## src/rtl/mesh_pkg.sv

```systemverilog
// rtl/mesh_pkg.sv - shared widths, row-element type and saturation helper for the mesh output path
package mesh_pkg;

    localparam int C_W_DEF = 19;
    localparam int A_W_DEF = 8;

    typedef logic signed [C_W_DEF-1:0] elem_t;

    // Clamp a signed value into the signed range of a w-bit word (w <= 32).
    function automatic logic signed [31:0] sat_s(input logic signed [31:0] v, input int w);
        logic signed [31:0] hi;
        logic signed [31:0] lo;
        hi = (32'sd1 <<< (w - 1)) - 32'sd1;
        lo = -(32'sd1 <<< (w - 1));
        if (v > hi) begin
            return hi;
        end else if (v < lo) begin
            return lo;
        end
        return v;
    endfunction

endpackage

```

## src/rtl/mesh_row_fifo.sv

```systemverilog
// rtl/mesh_row_fifo.sv - registered synchronous row FIFO with push/pop/count and drop indication
module mesh_row_fifo #(
    parameter int W     = 8,
    parameter int DEPTH = 8,
    localparam int PW   = $clog2(DEPTH),
    localparam int CW   = PW + 1
) (
    input  logic          clock,
    input  logic          RST,
    input  logic          push_i,
    input  logic [W-1:0]  wdata_i,
    input  logic          pop_i,
    output logic [W-1:0]  rdata_o,
    output logic          valid_o,
    output logic [CW-1:0] count_o,
    output logic          drop_o
);

    logic [W-1:0]  mem_q [DEPTH];
    logic [PW-1:0] wr_ptr_q;
    logic [PW-1:0] rd_ptr_q;
    logic [CW-1:0] count_q;
    logic          pop_ok;
    logic          push_ok;

    // A full FIFO still accepts a push when the head leaves in the same cycle.
    assign pop_ok  = pop_i & (count_q != '0);
    assign push_ok = push_i & ((count_q != CW'(DEPTH)) | pop_ok);
    assign drop_o  = push_i & ~push_ok;

    always_ff @(posedge clock) begin
        if (!RST) begin
            wr_ptr_q <= '0;
            rd_ptr_q <= '0;
            count_q  <= '0;
        end else begin
            if (push_ok) begin
                wr_ptr_q <= wr_ptr_q + 1'b1;
            end
            if (pop_ok) begin
                rd_ptr_q <= rd_ptr_q + 1'b1;
            end
            case ({push_ok, pop_ok})
                2'b10:   count_q <= count_q + 1'b1;
                2'b01:   count_q <= count_q - 1'b1;
                default: count_q <= count_q;
            endcase
        end
    end

    always_ff @(posedge clock) begin
        if (push_ok) begin
            mem_q[wr_ptr_q] <= wdata_i;
        end
    end

    assign rdata_o = mem_q[rd_ptr_q];
    assign valid_o = (count_q != '0);
    assign count_o = count_q;

endmodule

```

## src/rtl/mesh_out_deskew.sv

```systemverilog
// rtl/mesh_out_deskew.sv - deskews PE-mesh column outputs into rows and buffers them; MESH_OUT_SAT_EN adds saturation
module mesh_out_deskew
    import mesh_pkg::*;
#(
    parameter int COLS  = 4,
    parameter int C_W   = C_W_DEF,
    parameter int A_W   = A_W_DEF,
    parameter int DEPTH = 8,
`ifdef MESH_OUT_SAT_EN
    localparam int OUT_W = A_W,
`else
    localparam int OUT_W = C_W,
`endif
    localparam int CNT_W = $clog2(DEPTH) + 1
) (
    input  logic                  clock,
    input  logic                  RST,
    input  logic [COLS*C_W-1:0]   in_c,
    input  logic [COLS-1:0]       in_valid,
    output logic [COLS*OUT_W-1:0] out_row,
    output logic                  out_valid,
    input  logic                  out_ready,
    output logic [CNT_W-1:0]      count,
    output logic                  overflow,
    output logic                  skew_err,
    input  logic                  clr_err
);

    logic [COLS-1:0]       av;
    logic [COLS*C_W-1:0]   ad;
    logic [COLS*OUT_W-1:0] wrow;
    logic                  push_cand;
    logic                  skew_evt;
    logic                  drop;
    logic                  overflow_q;
    logic                  skew_err_q;

    // Column j arrives j cycles after column 0, so it is delayed COLS-1-j cycles to line up.
    for (genvar j = 0; j < COLS; j++) begin : g_col
        localparam int D = COLS - 1 - j;
        if (D == 0) begin : g_pass
            assign av[j]              = in_valid[j];
            assign ad[j*C_W +: C_W]   = in_c[j*C_W +: C_W];
        end else begin : g_dly
            logic [D-1:0]   vld_q;
            logic [C_W-1:0] dat_q [D];

            always_ff @(posedge clock) begin
                if (!RST) begin
                    vld_q <= '0;
                end else begin
                    vld_q[0] <= in_valid[j];
                    for (int k = 1; k < D; k++) begin
                        vld_q[k] <= vld_q[k-1];
                    end
                end
            end

            always_ff @(posedge clock) begin
                dat_q[0] <= in_c[j*C_W +: C_W];
                for (int k = 1; k < D; k++) begin
                    dat_q[k] <= dat_q[k-1];
                end
            end

            assign av[j]            = vld_q[D-1];
            assign ad[j*C_W +: C_W] = dat_q[D-1];
        end
    end

    always_comb begin
        wrow = '0;
`ifdef MESH_OUT_SAT_EN
        for (int j = 0; j < COLS; j++) begin
            wrow[j*OUT_W +: OUT_W] = OUT_W'(sat_s(32'($signed(ad[j*C_W +: C_W])), A_W));
        end
`else
        wrow = ad;
`endif
    end

    assign push_cand = &av;
    assign skew_evt  = (|av) & ~(&av);

    mesh_row_fifo #(
        .W     (COLS * OUT_W),
        .DEPTH (DEPTH)
    ) u_fifo (
        .clock   (clock),
        .RST     (RST),
        .push_i  (push_cand),
        .wdata_i (wrow),
        .pop_i   (out_ready),
        .rdata_o (out_row),
        .valid_o (out_valid),
        .count_o (count),
        .drop_o  (drop)
    );

    // A flag set in the same cycle as clr_err wins over the clear.
    always_ff @(posedge clock) begin
        if (!RST) begin
            overflow_q <= 1'b0;
            skew_err_q <= 1'b0;
        end else begin
            if (drop) begin
                overflow_q <= 1'b1;
            end else if (clr_err) begin
                overflow_q <= 1'b0;
            end
            if (skew_evt) begin
                skew_err_q <= 1'b1;
            end else if (clr_err) begin
                skew_err_q <= 1'b0;
            end
        end
    end

    assign overflow = overflow_q;
    assign skew_err = skew_err_q;

endmodule

```

## config.mk

```make
export PLATFORM = sky130hd
export DESIGN_NAME = mesh_out_deskew
export DESIGN_NICKNAME = d
export VERILOG_FILES = /design/src/rtl/mesh_pkg.sv /design/src/rtl/mesh_row_fifo.sv /design/src/rtl/mesh_out_deskew.sv
export SDC_FILE = /design/constraint.sdc
export NUM_CORES = 1
export LEC_CHECK = 0
export CAP_MARGIN = 20
export CORE_MARGIN = 3
export CORE_UTILIZATION = 45
export CTS_BUF_LIST = sky130_fd_sc_hd__clkbuf_4 sky130_fd_sc_hd__clkbuf_8
export CTS_CLUSTER_DIAMETER = 30
export CTS_CLUSTER_SIZE = 8
export DETAILED_ROUTE_END_ITERATION = 7
export GPL_TIMING_DRIVEN = 0
export PLACE_DENSITY_LB_ADDON = 0.05
export SLEW_MARGIN = 40
export SYNTH_ARGS = -nofsm -noshare
export SYNTH_HDL_FRONTEND = slang
export SYNTH_SLANG_ARGS = --single-unit
```

## constraint.sdc

```tcl
create_clock -name clock -period 19.5 [get_ports clock]
set_input_delay 3.9 -clock clock [delete_from_list [all_inputs] [get_ports clock]]
set_output_delay 3.9 -clock clock [all_outputs]
set_load 0.005 [all_outputs]
```

; ---- Word level (Yosys, flattened, before mapping)
; Memories as Yosys holds them, arrays and structs flattened. A register that Yosys moved wholly into a read port is not among the register bits.
; Cells that the tools add are included.
[word_totals]
input_bits = 84
mem_count = 4
ff_bits = 18
ram_bits = 722
output_inout_bits = 83
[classes]
bitwise_logic = 7
n_mux = 8
eq_ne = 3
add_sub_neg = 4
reduce_logical = 6
[memory_table]
columns = name, words, width, rd, rd_ports_with_merged_regs, write_ports, line_no
row1 = u_fifo.mem_q, 8, 76, 1, 1, 1, mesh_row_fifo.sv:19  ; logic [W-1:0] mem_q [DEPTH];
row2 = g_col[0].g_dly.dat_q, 3, 19, 3, 0, 3, mesh_out_deskew.sv:46  ; logic [C_W-1:0] dat_q [D];
row3 = g_col[1].g_dly.dat_q, 2, 19, 2, 0, 2, mesh_out_deskew.sv:46
row4 = g_col[2].g_dly.dat_q, 1, 19, 1, 0, 1, mesh_out_deskew.sv:46
[ops]
columns = cell, count
row1 = one-hot mux 4 bit (2 select lines), 1
row2 = adder 3 x 1 -> 3 bit (second input constant), 2
row3 = 2-to-1 mux 3 bit, 2
row4 = nonzero test 2 bit, 3
row5 = 2-to-1 mux 1 bit, 5
row6 = adder 4 x 1 -> 4 bit (second input constant), 1
row7 = AND 1 bit, 4
row8 = inequality test 4 bit (second input constant), 1
row9 = AND reduction 4 bit, 1
row10 = nonzero test 4 bit, 1
row11 = OR reduction 4 bit, 1
row12 = subtractor 4 x 1 -> 4 bit (second input constant), 1
row13 = == test 2 x 1 -> 1 bit (second input constant), 1
row14 = == test 2 bit (second input constant), 1
row15 = NOT 1 bit, 2
row16 = bitwise OR 1 bit, 1

; ---- Depth between registers and ports, before layout
[logic_depth]
word_depth = 7
ltp_mapped = 11
ltp_nobuf = 10

; ---- By module
; Synthesis repeated with hierarchy kept, for this count alone.
[hier_totals]
cells_unflattened = 1101
area_unflattened_um2 = 26055.0
[modules_own_cells]
columns = mod, n_inst, area_per_inst_um2, cells_per_inst
row1 = mesh_row_fifo, 1, 23521.3, 966
row2 = mesh_out_deskew, 1, 2533.7, 135

; ---- Least setup slack after synthesis
; Ideal clock, no wire load.
[synth_timing]
kind = in2reg
start = in in_valid[3]
end = mem u_fifo.mem_q[0][0] in the netlist's numbering (enable)
stages = 4
t_arrival_ns = 11.642
path_slack_ns = 7.161
required_time_ns = 18.803
setup_time_ns = 0.697
path_cell_list = nand4_1 a31oi_1 inv_2 nor4_1
[synth_between]
elab_chain_cells = 4
[synth_lines]
columns = item, line_no
row1 = from (decl), mesh_out_deskew.sv:19  ; input logic [COLS-1:0] in_valid,
row2 = AND reduction 4 bit, mesh_out_deskew.sv:82  ; assign push_cand = &av;
row3 = AND 1 bit, mesh_row_fifo.sv:28  ; assign push_ok = push_i & ((count_q != CW'(DEPTH)) | pop_ok);
row4 = 2-to-1 mux 1 bit, mesh_row_fifo.sv:52  ; if (push_ok) begin
row5 = 2-to-1 mux 1 bit (implied by the code), mesh_row_fifo.sv:53  ; mem_q[wr_ptr_q] <= wdata_i;
row6 = to (decl), mesh_row_fifo.sv:19
; No other way between the ends.

==> impl_metrics.toml <==
[die]
core_area_um2 = 56700
die_area_um2 = 60700
fp.dieW_um = 246
num_rows = 87
die_height_um = 246
pin_count = 167
initial_utilization_pct = 45.8

[worst_setup_path]
cp-start-kind = "flop"
path_max_fanout = 10
cp_top_family = "buffers and inverters"
crit_slowest_cell = "clkbuf_1"
critPathKind = "flop to output port"
path_common_cell = "buf_2"
end_kind = "output port"
critical_path_arrival_ns = 3.65
slowest_delay_ns = 0.67
crit_chain = "buf_2, clkbuf_1, buf_2, mux4_2, mux2_2, clkdlybuf4s50_1"
worstReg2RegStart = "u_fifo.count_o[0]"
reg2reg_slack_ns = 16.15
r2r_cells = 11
rr_endpoint = "u_fifo.mem_q[0][46]"
critPathRequiredTime_ns = 15.60
crit_end = "out_row[3]"
cp_num_buf_inv = 4
cp_num_cells = 6

[route]
drc = 0
vias = 12200
via_per_inst = 5.10
postRouteWirelength_mm = 54.2
dr.pass1.iters = 5
ant_nets = 0
wire_per_inst_um = 22.7
drt_iter0_markers = 772

[sta]
worst_slack_ns = 11.95
fin_skew_ns = 0.0300
tightestPinTransition_ns = 0.857
rsz0062_at_grt = "false"
fmax_mhz = 133
relSlewSlack_pct = 42.8
drv_slew = 0
post-route-period-util_pct = 38.7
setup_viol = 0
period_needed_ns = 7.55
tns_ns = 0
holdWs_ns = 0.313
hold_violations = 0

[placed_design]
portBuffers = 166
gp_congestion = 0.681
dpl.hpwl_mm = 35.1
pre_cts_ws_ns = 12.08

[clock_network]
cts.hold.buffers_added = 0
clk_latency_ns = 0.77
cts.repair.resized = 0
cts_tree = "built"
clock_path_buffers = 3
cts_num_sinks = 743
post_cts_buffers = 0
numCtsBuffers = 145
clk_pin_slew_ns = 0.06
htree_levels = 4
root_buffer = "clkbuf_8"

[final_layout]
area_growth_pct = 26.3
fin_util_pct = 57.9
nNetsFinal = 1606
final_layout_size_suffix_gt1_share_pct = 38.3
nFillCells = 4205

[logic_synthesis]
netlist_instances = 1093
synth.area.top_cells = "edfxtp_1 (70%), mux4_2 (13%), dfxtp_1 (10%), mux2_2 (3.3%), buf_6 (0.39%)"
synth-xor-area-share_pct = 0.202
synth_top_family_by_area = "multiplexers"
synth_fa_ha_area_share_pct = 0.241
ys.flop_type = "edfxtp_1"
synth_top_cell_area_share_pct = 70.3
synth_top_area_cell = "edfxtp_1"
ys_seq_area_share_pct = 80.7
yosysUniqueCellTypes = 33
ys_ff_latch = 743
syn_area_um2 = 26000
synth-edff-count = 608
synth.net_count = 1182
syn_avg_cell_area_um2 = 23.8
synthSimpleGateAreaFrac_pct = 0.997
async_reset_ff_share_pct = 0
ys_warn_count = 0
synth_mux_area_share_pct = 16.6
synth-compound-area-share_pct = 0.274

[worst_hold_path]
hold_class = "flop to flop"

[power_and_ir_drop]
peakVddDrop_mv = 0.0668
p_leak_nw = 11.0
pwr_density_cell_nw_per_um2 = 104

[flow_run]
maxCapViolations = 0

[grt]
antenna_found_initial = 0
grt_overflow = 0
grt_use_total_pct = 18.7
grt_pass1_vias = 13300
grt_max_degree = 17
grt_pass1_wl_mm = 82.9

[run_status]
status = "completed"
[flip-flops by register name, summed over array words and instances, names as in the netlist, named ones only]
register,flops
g_col.g_dly.dat_q,114
u_fifo.rd_ptr_q,3
overflow,1
u_fifo.mem_q,608
u_fifo.wr_ptr_q,3
u_fifo.count_o,4
g_col.g_dly.vld_q,6
skew_err,1
[placed cells by master (no fill, tap or decap), types with 2 or more instances in the layout]
cell             count
clkbuf_4            31
and2_1              12
mux4_2             152
xnor2_1              4
a21boi_0             2
nor2_4               3
clkbuf_8           169
xor2_1               2
nand2_1             10
buf_6               11
clkdlybuf4s50_1    166
mux2i_1              3
buf_4               42
buf_16               9
nand3_1              3
nor3_2               4
clkinv_1            16
nand2b_1             5
clkinvlp_4          16
o22ai_1              2
o21ai_0              2
nor2b_1              3
dfxtp_1            135
a21oi_1              2
buf_2               67
bufinv_16           11
clkbuf_2             2
ha_1                 5
edfxtp_1           608
buf_8               10
clkinv_2            18
clkbuf_1            15
clkinv_4             4
mux2_2              76
or4_1                2
inv_1                3
[metal layers]
| metal | wire length (um) | part of all wire (%) | track usage [%] |
|---|---|---|---|
| met4 | 1110 | 2.0 | 6.28 |
| met3 | 2420 | 4.5 | 4.73 |
| met1 | 24300 | 45 | 25.6 |
| met2 | 26400 | 49 | 29.6 |
| met5 | 0 | 0 | 0 |
[kinds of logic (layout without fill, tap and decap cells)]
family,Yosys count,after routing
compound gates,11,11
flops,743,743
fa+ha+maj,5,5
xor+xnor,6,6
simple gates,48,48
mux,231,231
buf+inv,49,591
other cells,0,1
[area by class of cell]
type / instances / area (um^2) / area share, %
buffer: 45 / 263 / 0.801
antenna: 1 / 2.50 / 0.00762
multi-input combinational: 301 / 4800 / 14.6
clock inverter: 65 / 636 / 1.94
sequential: 743 / 21000 / 63.9
timing repair buffer: 277 / 2640 / 8.04
clock buffer: 200 / 2560 / 7.80
inverter: 4 / 15.0 / 0.0457
tap: 756 / 946 / 2.88
[synth_stat cells, types with 2 or more instances]
library cell and count:
a21boi_0 2, a21oi_1 2, and2_1 12, buf_2 18, buf_6 9, clkbuf_1 17
dfxtp_1 135, edfxtp_1 608, ha_1 5, inv_1 3, mux2_2 76, mux2i_1 3
mux4_2 152, nand2_1 10, nand2b_1 5, nand3_1 3, nor2_1 4, nor2b_1 3
nor3_1 5, o21ai_0 2, o22ai_1 2, or4_1 2, xnor2_1 4, xor2_1 2
[worst min path at each step]
| stage | from | endpoint | cells after the start |
|---|---|---|---|
| floorplan | g_col[0].g_dly.dat_q[0][0] | g_col[0].g_dly.dat_q[0][19] | 0 |
| finish | g_col[1].g_dly.dat_q[0][2] | g_col[1].g_dly.dat_q[0][21] | 0 |
| global route | g_col[0].g_dly.dat_q[0][6] | g_col[0].g_dly.dat_q[0][25] | 0 |
| CTS | g_col[1].g_dly.dat_q[0][2] | g_col[1].g_dly.dat_q[0][21] | 0 |
| detailed placement | g_col[0].g_dly.dat_q[0][2] | g_col[0].g_dly.dat_q[0][21] | 0 |
| global placement | g_col[1].g_dly.dat_q[0][12] | g_col[1].g_dly.dat_q[0][31] | 0 |
[per-stage QoR]
| stage | instance area (um^2) | power, mW | instances |
|---|---|---|---|
| after global routing | 32800 | 3.54 | 2391 |
| after global placement | 28600 | 1.80 | 2015 |
| after floorplan | 26000 | 1.77 | 1093 |
| after detailed placement | 29600 | 1.80 | 2126 |
| final | 32800 | 3.41 | 2392 |
| after CTS | 32800 | 3.46 | 2391 |
[power by group]
part	internal [mW]	switching [mW]
combinational	0.0168	0.00884
sequential	1.73	0.0133
clock	0.999	0.648
total	2.74	0.670
(Power assumes the default switching activity.)
